**src/rtl/blink_sequencer.sv**
```systemverilog
// Multi-channel LED blink controller: one shared tick prescaler drives per-channel
// OFF / ON / BLINK / counted-BURST behaviour, commanded over a valid/ready port.
module blink_sequencer #(
   parameter  int CLK_FREQ = 25_000_000,
   parameter  int TICK_HZ  = 2,
   parameter  int NUM_CH   = 4,
   parameter  int CNT_W    = 4,
   localparam int CH_W     = (NUM_CH > 1) ? $clog2(NUM_CH) : 1
) (
   input  logic              iClk,
   input  logic              iRst,
   input  logic              iCmdValid,
   output logic              oCmdReady,
   input  logic [CH_W-1:0]   iCmdCh,
   input  logic [1:0]        iCmdMode,
   input  logic [CNT_W-1:0]  iCmdCount,
   output logic [NUM_CH-1:0] oBlink,
   output logic [NUM_CH-1:0] oDone,
   output logic              oTick
);

   localparam int PERIOD = CLK_FREQ / TICK_HZ;
   localparam int PRE_W  = (PERIOD > 1) ? $clog2(PERIOD) : 1;
   localparam logic [PRE_W-1:0] PRE_LAST = PRE_W'(PERIOD - 1);
   localparam logic [CNT_W:0]   REM_ONE  = (CNT_W+1)'(1);

   localparam logic [1:0] MODE_OFF   = 2'b00;
   localparam logic [1:0] MODE_ON    = 2'b01;
   localparam logic [1:0] MODE_BLINK = 2'b10;
   localparam logic [1:0] MODE_BURST = 2'b11;

   typedef enum logic [1:0] {ST_OFF, ST_ON, ST_BLINK, ST_BURST} chState_t;

   logic [PRE_W-1:0]  preCnt;
   logic              tick;
   chState_t          chState  [NUM_CH];
   chState_t          stateNxt [NUM_CH];
   logic [CNT_W:0]    rem      [NUM_CH];
   logic [CNT_W:0]    remNxt   [NUM_CH];
   logic [NUM_CH-1:0] blinkQ, blinkNxt;
   logic [NUM_CH-1:0] doneQ, doneNxt;
   logic [NUM_CH-1:0] hit;
   logic              tgtBurst;
   logic              accept;

   // Shared prescaler; the tick is registered so it lands the cycle after the wrap value
   always_ff @(posedge iClk) begin
      if (iRst) begin
         preCnt <= '0;
         tick   <= 1'b0;
      end else begin
         tick   <= (preCnt == PRE_LAST);
         preCnt <= (preCnt == PRE_LAST) ? '0 : preCnt + PRE_W'(1);
      end
   end

   assign oTick = tick;

   // Stall non-OFF commands aimed at a bursting channel; OFF always gets through to abort
   always_comb begin
      tgtBurst = 1'b0;
      for (int ch = 0; ch < NUM_CH; ch++) begin
         if ((iCmdCh == CH_W'(ch)) && (chState[ch] == ST_BURST)) tgtBurst = 1'b1;
      end
   end

   assign oCmdReady = !(iCmdValid && tgtBurst && (iCmdMode != MODE_OFF));
   assign accept    = iCmdValid && oCmdReady;

   always_comb begin
      hit = '0;
      for (int ch = 0; ch < NUM_CH; ch++) begin
         hit[ch] = accept && (iCmdCh == CH_W'(ch));
      end
   end

   // State register
   always_ff @(posedge iClk) begin
      if (iRst) begin
         for (int ch = 0; ch < NUM_CH; ch++) begin
            chState[ch] <= ST_OFF;
            rem[ch]     <= '0;
         end
         blinkQ <= '0;
         doneQ  <= '0;
      end else begin
         for (int ch = 0; ch < NUM_CH; ch++) begin
            chState[ch] <= stateNxt[ch];
            rem[ch]     <= remNxt[ch];
         end
         blinkQ <= blinkNxt;
         doneQ  <= doneNxt;
      end
   end

   // Next state: an accepted command overrides a coincident tick for its channel
   always_comb begin
      for (int ch = 0; ch < NUM_CH; ch++) begin
         stateNxt[ch] = chState[ch];
         remNxt[ch]   = rem[ch];
         if (hit[ch]) begin
            remNxt[ch] = '0;
            case (iCmdMode)
               MODE_OFF:   stateNxt[ch] = ST_OFF;
               MODE_ON:    stateNxt[ch] = ST_ON;
               MODE_BLINK: stateNxt[ch] = ST_BLINK;
               MODE_BURST: begin
                  if (iCmdCount == '0) begin
                     stateNxt[ch] = ST_OFF;
                  end else begin
                     stateNxt[ch] = ST_BURST;
                     remNxt[ch]   = {iCmdCount, 1'b0};
                  end
               end
               default:    stateNxt[ch] = ST_OFF;
            endcase
         end else if (tick && (chState[ch] == ST_BURST)) begin
            if (rem[ch] == REM_ONE) begin
               stateNxt[ch] = ST_OFF;
               remNxt[ch]   = '0;
            end else begin
               remNxt[ch]   = rem[ch] - REM_ONE;
            end
         end
      end
   end

   // Outputs: blink level and burst-complete pulse
   always_comb begin
      blinkNxt = blinkQ;
      doneNxt  = '0;
      for (int ch = 0; ch < NUM_CH; ch++) begin
         if (hit[ch]) begin
            blinkNxt[ch] = (iCmdMode != MODE_OFF) &&
                           !((iCmdMode == MODE_BURST) && (iCmdCount == '0));
         end else if (tick) begin
            if (chState[ch] == ST_BLINK) begin
               blinkNxt[ch] = !blinkQ[ch];
            end else if (chState[ch] == ST_BURST) begin
               if (rem[ch] == REM_ONE) begin
                  blinkNxt[ch] = 1'b0;
                  doneNxt[ch]  = 1'b1;
               end else begin
                  blinkNxt[ch] = !blinkQ[ch];
               end
            end
         end
      end
   end

   assign oBlink = blinkQ;
   assign oDone  = doneQ;

endmodule

```
**config.mk**
```make
export PLATFORM = sky130hd
export DESIGN_NAME = blink_sequencer
export DESIGN_NICKNAME = d
export VERILOG_FILES = /design/src/rtl/blink_sequencer.sv
export SDC_FILE = /design/constraint.sdc
export NUM_CORES = 1
export LEC_CHECK = 0
export ABC_AREA = 1
export BUFFER_PORTS_ARGS = -buffer_cell sky130_fd_sc_hd__buf_4
export CAP_MARGIN = 0
export CORE_MARGIN = 2
export CORE_UTILIZATION = 57
export CTS_BUF_LIST = sky130_fd_sc_hd__clkbuf_4 sky130_fd_sc_hd__clkbuf_8
export CTS_CLUSTER_SIZE = 24
export DETAILED_ROUTE_END_ITERATION = 8
export PLACE_DENSITY = 0.78
export SYNTH_ARGS = -nofsm -noshare
export SYNTH_HDL_FRONTEND = slang
export SYNTH_SLANG_ARGS = --single-unit
```
**constraint.sdc**
```tcl
create_clock -name iClk -period 1.6 [get_ports iClk]
set_input_delay 0.24 -clock iClk [delete_from_list [all_inputs] [get_ports iClk]]
set_output_delay 0.24 -clock iClk [all_outputs]
set_load 0.02 [all_outputs]
```
Word level (Yosys, flattened, before mapping)
Memory sizes are Yosys's and may differ from the RTL's.
Cells that the tools add are included.
Widths: inputs -> output; s select.
- add/sub/neg operators: 5
- eq/ne operators: 19
- muxes and demuxes: 67
- bitwise gates (word level): 13
- reduce and logical (&&, ||, !) cells: 44
- operator list (kind ; count):
    $mux 5 ; 18
    $mux 2 ; 17
    $mux 1 ; 31
    $add 24x1->24 const B ; 1
    $eq 2x2->1 const B ; 12
    $eq 24x24->1 const B ; 1
    $eq 5x1->1 const B ; 4
    $reduce_or 5->1 ; 4
    $sub 5x1->5 const B ; 4
    $logic_and 1x1->1 ; 17
    $reduce_bool 3->1 ; 4
    $reduce_bool 2->1 ; 5
    $or 1x1->1 ; 8
    $pmux 2 s4 ; 1
    $reduce_and 2->1 ; 4
    $logic_not 1->1 ; 6
    $not 1->1 ; 5
    $eq 2x1->1 const B ; 2
    $logic_not 2->1 ; 2
    $logic_not 4->1 ; 1
    $reduce_or 2->1 ; 1
- register bits after elaboration: 33
- memory bits (writable): 28
- input bits: 11
- word-level logic and storage cells: 160
- memories: 2
- memories (memory ; depth ; width ; rd ports ; clocked after Yosys merged registers in ; wr ports ; line ; RTL):
    rem ; 4 ; 5 ; 4 ; 0 ; 4 ; 38 ; logic [CNT_W:0] rem [NUM_CH];
    chState ; 4 ; 2 ; 4 ; 0 ; 4 ; 36 ; chState_t chState [NUM_CH];

Depth between registers and ports, before layout
Gate-level depths: netlist of run 1.
- depth after elaboration: 13
- mapped depth: 12
- mapped depth without buffers: 11

Worst setup path before layout of run 1
OpenSTA, ideal clock, no wires.
- path type: register -> register
- start point: register preCnt[0]
- end point: register preCnt[12]
- library setup time: 0.122 ns
- arrival time: 1.386 ns
- setup slack: 0.093 ns
- stages on the path, launching flop included: 10
- cell sequence: dfxtp_1 -> ha_1 -> nand2_1 -> inv_1 -> nand2_1 -> nor4_1 -> nand2_1 -> nand2_2 -> buf_6 -> a21oi_1
- word-level cells in the longest chain between the ends: 2
- elaborated cells on any way between the ends: 3
- classes of those cells: add/sub: 1; eq/ne: 1; reduce/logical: 1
- ends and longest elaborated chain (what ; line ; RTL):
    start, declared ; 34 ; logic [PRE_W-1:0] preCnt;
    start signal, assigned ; 53 ; preCnt <= (preCnt == PRE_LAST) ? '0 : preCnt + PRE_W'(1);
    branches (longest 2 deep; another with $add 24x1->24) ; - ;
Parallel ways; which one is timed is not known.
A chain may end at the register's enable or synchronous reset.

==> results of run 1 <==
[power groups by stage]
stage | registers [W] | logic [W] | clock network, W
final | 0.00158 | 0.000306 | 0.00140
after global routing | 0.00158 | 0.000334 | 0.00148
after CTS | 0.00158 | 0.000287 | 0.00141
after detailed placement | 0.00161 | 0.000278 | 0
after global placement | 0.00161 | 0.000271 | 0
after floorplan | 0.00161 | 0.000187 | 0
[worst max-delay path: stages, from the launching register on]
cell	delay, ps
dfxtp_2	320
nand2_1	80
nor2_2	40
nor2_1	150
nand2_1	110
nand2_4	100
buf_6	110
buf_6	100
[cells by family after synthesis]
kind of cell	after synthesis	synth area share, %
compound gates	55	8.56
xor+xnor	14	3.54
fa+ha+maj	9	3.25
buf+inv	69	8.84
flops	61	35.2
simple gates	309	40.6
[path summary, 6_finish.rpt]
| kind | start | end | slack (ps) | cells past startpoint |
|---|---|---|---|---|
| worst max register to register | chState[0][0]$_SDFFE_PP0P_ | oBlink[3]$_SDFFE_PP0P_ | 0 | 11 |
| worst min register to register | preCnt[23]$_SDFF_PP0_ | preCnt[23]$_SDFF_PP0_ | 480 | 2 |
| worst min-delay path | iRst | rem[0][16]$_SDFFE_PP0P_ | 340 | 4 |
| worst max-delay path | chState[0][0]$_SDFFE_PP0P_ | oCmdReady | -10 | 7 |
[timing repair]
item,CTS,global route
gates cloned,0,1
setup buffers,6,8
hold buffers,0,0
pin swaps,2,7
resized for setup,9,23
setup endpoints to repair,2,46
[through the flow]
step / hold slack [ps] / total power (W) / worst slack [ps]
CTS: 316 / 0.00328 / 5.10
floorplan: 429 / 0.00180 / 92.9
detailed placement: 458 / 0.00189 / -36.3
finish: 342 / 0.00329 / -13.6
global placement: 445 / 0.00188 / 51.8
global route: 346 / 0.00339 / -59.8
[per-layer routing]
| metal | part of all wire (%) | vias to the layer above |
|---|---|---|
| met5 | 0 | - |
| met4 | 3.1 | 0 |
| met3 | 5.2 | 27 |
| met2 | 50 | 122 |
| met1 | 42 | 1649 |
| li1 | - | 1797 |
[state kept, by name (all words and copies together), names as in the netlist]
name	flops
chState	8
oTick	1
preCnt	24
oDone	4
oBlink	4
rem	20
[cell usage after synthesis, drive strengths merged (2+ instances only)]
| master | instances | area share (%) |
|---|---|---|
| buf | 10 | 2.3 |
| clkbuf | 3 | 0.43 |
| a31oi | 3 | 0.54 |
| dfxtp | 61 | 35 |
| ha | 9 | 3.2 |
| xor2 | 7 | 1.8 |
| xnor2 | 7 | 1.8 |
| nand2 | 127 | 14 |
| nand3 | 54 | 8.7 |
| nand3b | 6 | 1.3 |
| nor2 | 82 | 9.7 |
| a21oi | 44 | 6.8 |
| or2 | 3 | 0.54 |
| inv | 55 | 6.0 |
| o21ai | 7 | 1.0 |
| nand4 | 22 | 4.0 |
| nor3 | 12 | 1.7 |
| nor4 | 2 | 0.36 |
[final cells by class]
cell class | count | area [sq um]
multi-input combinational | 388 | 2010
inverter | 56 | 214
clock inverter | 5 | 50.0
sequential | 61 | 1230
clock buffer | 11 | 145
fill | 484 | 1700
tap | 75 | 93.8
timing repair buffer | 54 | 442
==> results_dict.tcl, run 1 <==
set metrics [dict create \
    setup_violations 1 \
    place_congestion 0.880 \
    synth.distinct_cells 33 \
    grt_busiest_layer "met2" \
    num_vias 3595 \
    hp-class "input port to register" \
    clock_path_buffers 2 \
    num_io_pins 21 \
    skew_ps 5.36 \
    placedCellCount 619 \
    final_cell_mix "119 x nand2_1, 73 x nor2_1, 52 x inv_1, 52 x dfxtp_1" \
    pwr-share-seq_pct 48.1 \
    synth.avg_cell_area_sq_um 6.70 \
    wl_per_cell_um 13.9 \
    rows 28 \
    postSynthCellCount 517 \
    route.detailed.drc 0 \
    drive_gt1_share_pct 20.3 \
    cts_tree "done" \
    htree_levels 3 \
    vdd_drop_max_mv 0.636 \
    hold_viol 0 \
    grt_pass1_wl_um 13900 \
    synth-main-ff-cell "dfxtp_1" \
    die_area_sq_um 6720 \
    drt_iter0_drc 307 \
    grt_max_degree 29 \
    dp_hpwl_um 5980 \
    clock.fmax_ghz 0.620 \
    slew_viol_final 0 \
    grt_use_met3_pct 5.27 \
    arrival_ps 1370 \
    root_buffer "clkbuf_8" \
    dpl_cell_area_sq_um 3790 \
    layout.nets 590 \
    clk_latency_ps 360 \
    initial_utilization_pct 58.9 \
    start_kind "register" \
    clock_sinks 61 \
    p_clk_share_pct 42.6 \
    grt_pass1_vias 3289 \
    min_period_ps 1610 \
    clk_pin_slew_ps 70 \
    met2_usage_pct 47.7 \
    pwr_density_cell_nw_per_um2 786 \
    antenna_found_initial 0 \
    die_x_um 82.0 \
    setup_ws_ps -13.6 \
    final_cells 650 \
    slew_headroom_pct 68.7 \
    grt_util_met1_pct 30.7 \
    grt_overflow 0 \
    crit_type "register to output port" \
    antenna_cells_inserted 0 \
    tns_ps -13.6 \
    layout_commonest_cell "nand2_1" \
    p_comb_share_pct 9.3 \
    track_usage_pct 27.1 \
    ys_seq_area_share_pct 35.2 \
    synth_edf_count 0 \
    worst_pin_slew_ps 468 \
    p_sw_w 0.000846 \
    violations "setup timing" \
    status "finished, violations left" \
    drv_cap 0 \
    first_pass_iters 6 \
    synth_fp_nets 537 \
    p_leak_nw 1.72 \
    die_y_um 82.0 \
    finalWirelength_um 9030 \
    switching_share_pct 25.7 \
    fin_util_pct 71.1 \
    syn_area_sq_um 3470 \
    cp.required_ps 1360 \
    synth_warnings 0 \
    final_area_sq_um 4180 \
    io_buffers 20 \
    min_period_over_period_pct 101 \
    area_growth_pct 20.7 \
    async_flop_share_pct 0 \
    ys_seq_elements 61 \
    antenna_left 0 \
    cp-end-kind "output port" \
    avgViaCountPerCell 5.53 \
    coreArea_sq_um 5890 \
    numCtsBuffers 9 \
    p_int_w 0.00244 \
    worstPathMaxFanout 5 \
    grt_setup_unrepaired "true" \
]
Power figures use the tool's default switching activity.
==> run 2, diff against run 1 <==
Settings changed: BUFFER_PORTS_ARGS -buffer_cell sky130_fd_sc_hd__buf_4 to -buffer_cell sky130_fd_sc_hd__clkbuf_2, REMOVE_ABC_BUFFERS set to 1.
==> run 2 against run 1 <==
Compared with the run above: the flow still finishes with violations (setup timing); non-clock buffer count down 6; largest power group unchanged; via count down 3.3%; register-to-register slack better by 70 ps; die area unchanged; cell area down 2.5%; highest routed layer unchanged; worst hold slack worse by 21 ps.
==> results_dict.tcl, run 2 (same netlist as run 1, synthesis figures left out) <==
set metrics [dict create \
    route.detailed.drc 0 \
    cpPeakStageDelay_ps 350 \
    coreArea_sq_um 5890 \
    wl_per_cell_um 13.0 \
    pwr_density_cell_nw_per_um2 759 \
    num_io_pins 21 \
    finalWirelength_um 8320 \
    antenna_found_initial 0 \
    worst_pin_slew_ps 423 \
    grt_pass1_vias 3183 \
    io_buffers 20 \
    hold_viol 0 \
    antenna_left 0 \
    dp_hpwl_um 5850 \
    antenna_cells_inserted 0 \
    rows 28 \
    area_growth_pct 17.8 \
    setup_violations 1 \
    grt_max_degree 29 \
    p_comb_share_pct 9.2 \
    switching_share_pct 25.5 \
    first_pass_iters 8 \
    reg.largest.list "preCnt x24, rem x20, chState x8" \
    drive_gt1_share_pct 18.9 \
    avgViaCountPerCell 5.41 \
    skew_ps 5.95 \
    hp-class "input port to register" \
    grt_pass1_wl_um 13600 \
    cts_tree "done" \
    min_period_over_period_pct 100 \
    track_usage_pct 26.0 \
    die_x_um 82.0 \
    drv_cap 0 \
    root_buffer "clkbuf_8" \
    numCtsBuffers 9 \
    place_congestion 0.855 \
    start_kind "register" \
    die_y_um 82.0 \
    worstPathMaxFanout 6 \
    path_cells "nand2_1 > nor2_1 > nor2_1 > nand2_1 > nand2_2 > buf_12 > buf_8" \
    layout.nets 583 \
    placedCellCount 615 \
    tns_ps -0.871 \
    p_sw_w 0.000790 \
    clk_pin_slew_ps 60 \
    violations "setup timing" \
    nFillCells 502 \
    final_cell_mix "118 x nand2_1, 73 x nor2_1, 53 x inv_1" \
    p_clk_share_pct 39.7 \
    drt_iter0_drc 254 \
    num_vias 3475 \
    htree_levels 3 \
    vdd_drop_max_mv 0.512 \
    crit_type "register to output port" \
    largest_register_ffs 24 \
    initial_utilization_pct 58.9 \
    setup_ws_ps -0.871 \
    critPathTopFamily "simple AND/OR/NAND/NOR gates" \
    status "finished, violations left" \
    top_register "preCnt" \
    min_period_ps 1600 \
    p_leak_nw 1.67 \
    critPathBufInv 2 \
    arrival_ps 1360 \
    clock.fmax_ghz 0.625 \
    grt_overflow 0 \
    slew_viol_final 0 \
    pwr-share-seq_pct 51.1 \
    cp.required_ps 1360 \
    p_int_w 0.00231 \
    crit_path_top_delay_cell "dfxtp_2" \
    total_power_w 0.00310 \
    slew_headroom_pct 71.7 \
    clk_latency_ps 340 \
    clock_path_buffers 2 \
    grt_setup_unrepaired "true" \
    cp-end-kind "output port" \
    die_area_sq_um 6720 \
    final_cells 642 \
    layout_commonest_cell "nand2_1" \
    fin_util_pct 69.3 \
    clock_sinks 61 \
]
## run 2: cell count changes in the layout (fill, tap and decap cells not counted), sizes merged
cell and change:
buf -26, clkbuf +22, clkinv -2, bufinv -1
nand3 -1
## run 2: final cells by class
type | instances | area (sq um) | area share [%]
timing repair buffer | 48 | 363 | 8.89
sequential | 61 | 1240 | 30.3
clock inverter | 2 | 10.0 | 0.245
multi-input combinational | 387 | 2000 | 49.1
inverter | 56 | 214 | 5.24
tap | 75 | 93.8 | 2.30
clock buffer | 13 | 160 | 3.92
## run 2: power by group through the flow
stage          clock network (W)  registers, W  logic [W]
3_5_place_dp                   0       0.00162   0.000259
5_1_grt                  0.00131       0.00159   0.000320
3_3_place_gp                   0       0.00161   0.000253
6_report                 0.00123       0.00158   0.000285
2_1_floorplan                  0       0.00161   0.000158
4_1_cts                  0.00124       0.00158   0.000264
## run 2: layer usage
metal,vias up,global-route usage [%],share of wire (%)
li1,1776,-,-
met1,1593,30.0,44
met3,28,4.40,3.6
met4,0,14.5,3.5
met2,78,45.2,49
met5,-,0,0
## run 2: timing repair
action	CTS	global route
hold buffers	0	0
buffers inserted	4	7
setup endpoints to repair	25	47
gates cloned	0	1
hold endpoints to repair	0	0
pin swaps	1	10
resized for setup	12	20
## run 2: metrics by stage
step / hold WS [ps] / area [sq um] / setup WS [ps]
final: 321 / 4080 / -0.871
after global routing: 371 / 4080 / -51.1
after CTS: 309 / 3940 / 1.72
after detailed placement: 462 / 3710 / -8.96
after global placement: 438 / 3710 / 19.8
after floorplan: 302 / 3370 / -14.6
## run 2: worst paths after layout
check                                                   to                        from  slack, ps  depth (start not counted)
worst max-delay path                             oCmdReady  chState[0][5]$_SDFFE_PP0P_       -0.9                          7
worst max register to register      rem[0][6]$_SDFFE_PP0P_  chState[0][5]$_SDFFE_PP0P_         70                         12
worst min register to register        preCnt[0]$_SDFF_PP0_        preCnt[0]$_SDFF_PP0_        430                          1
worst min-delay path            chState[0][6]$_SDFFE_PP0P_                 iCmdMode[0]        320                          5
## run 2: tightest hold or removal path, cell delays in order
cell,delay [ps]
clkbuf_2,100
inv_1,60
a31oi_1,80
nand2_1,80
a21oi_1,60
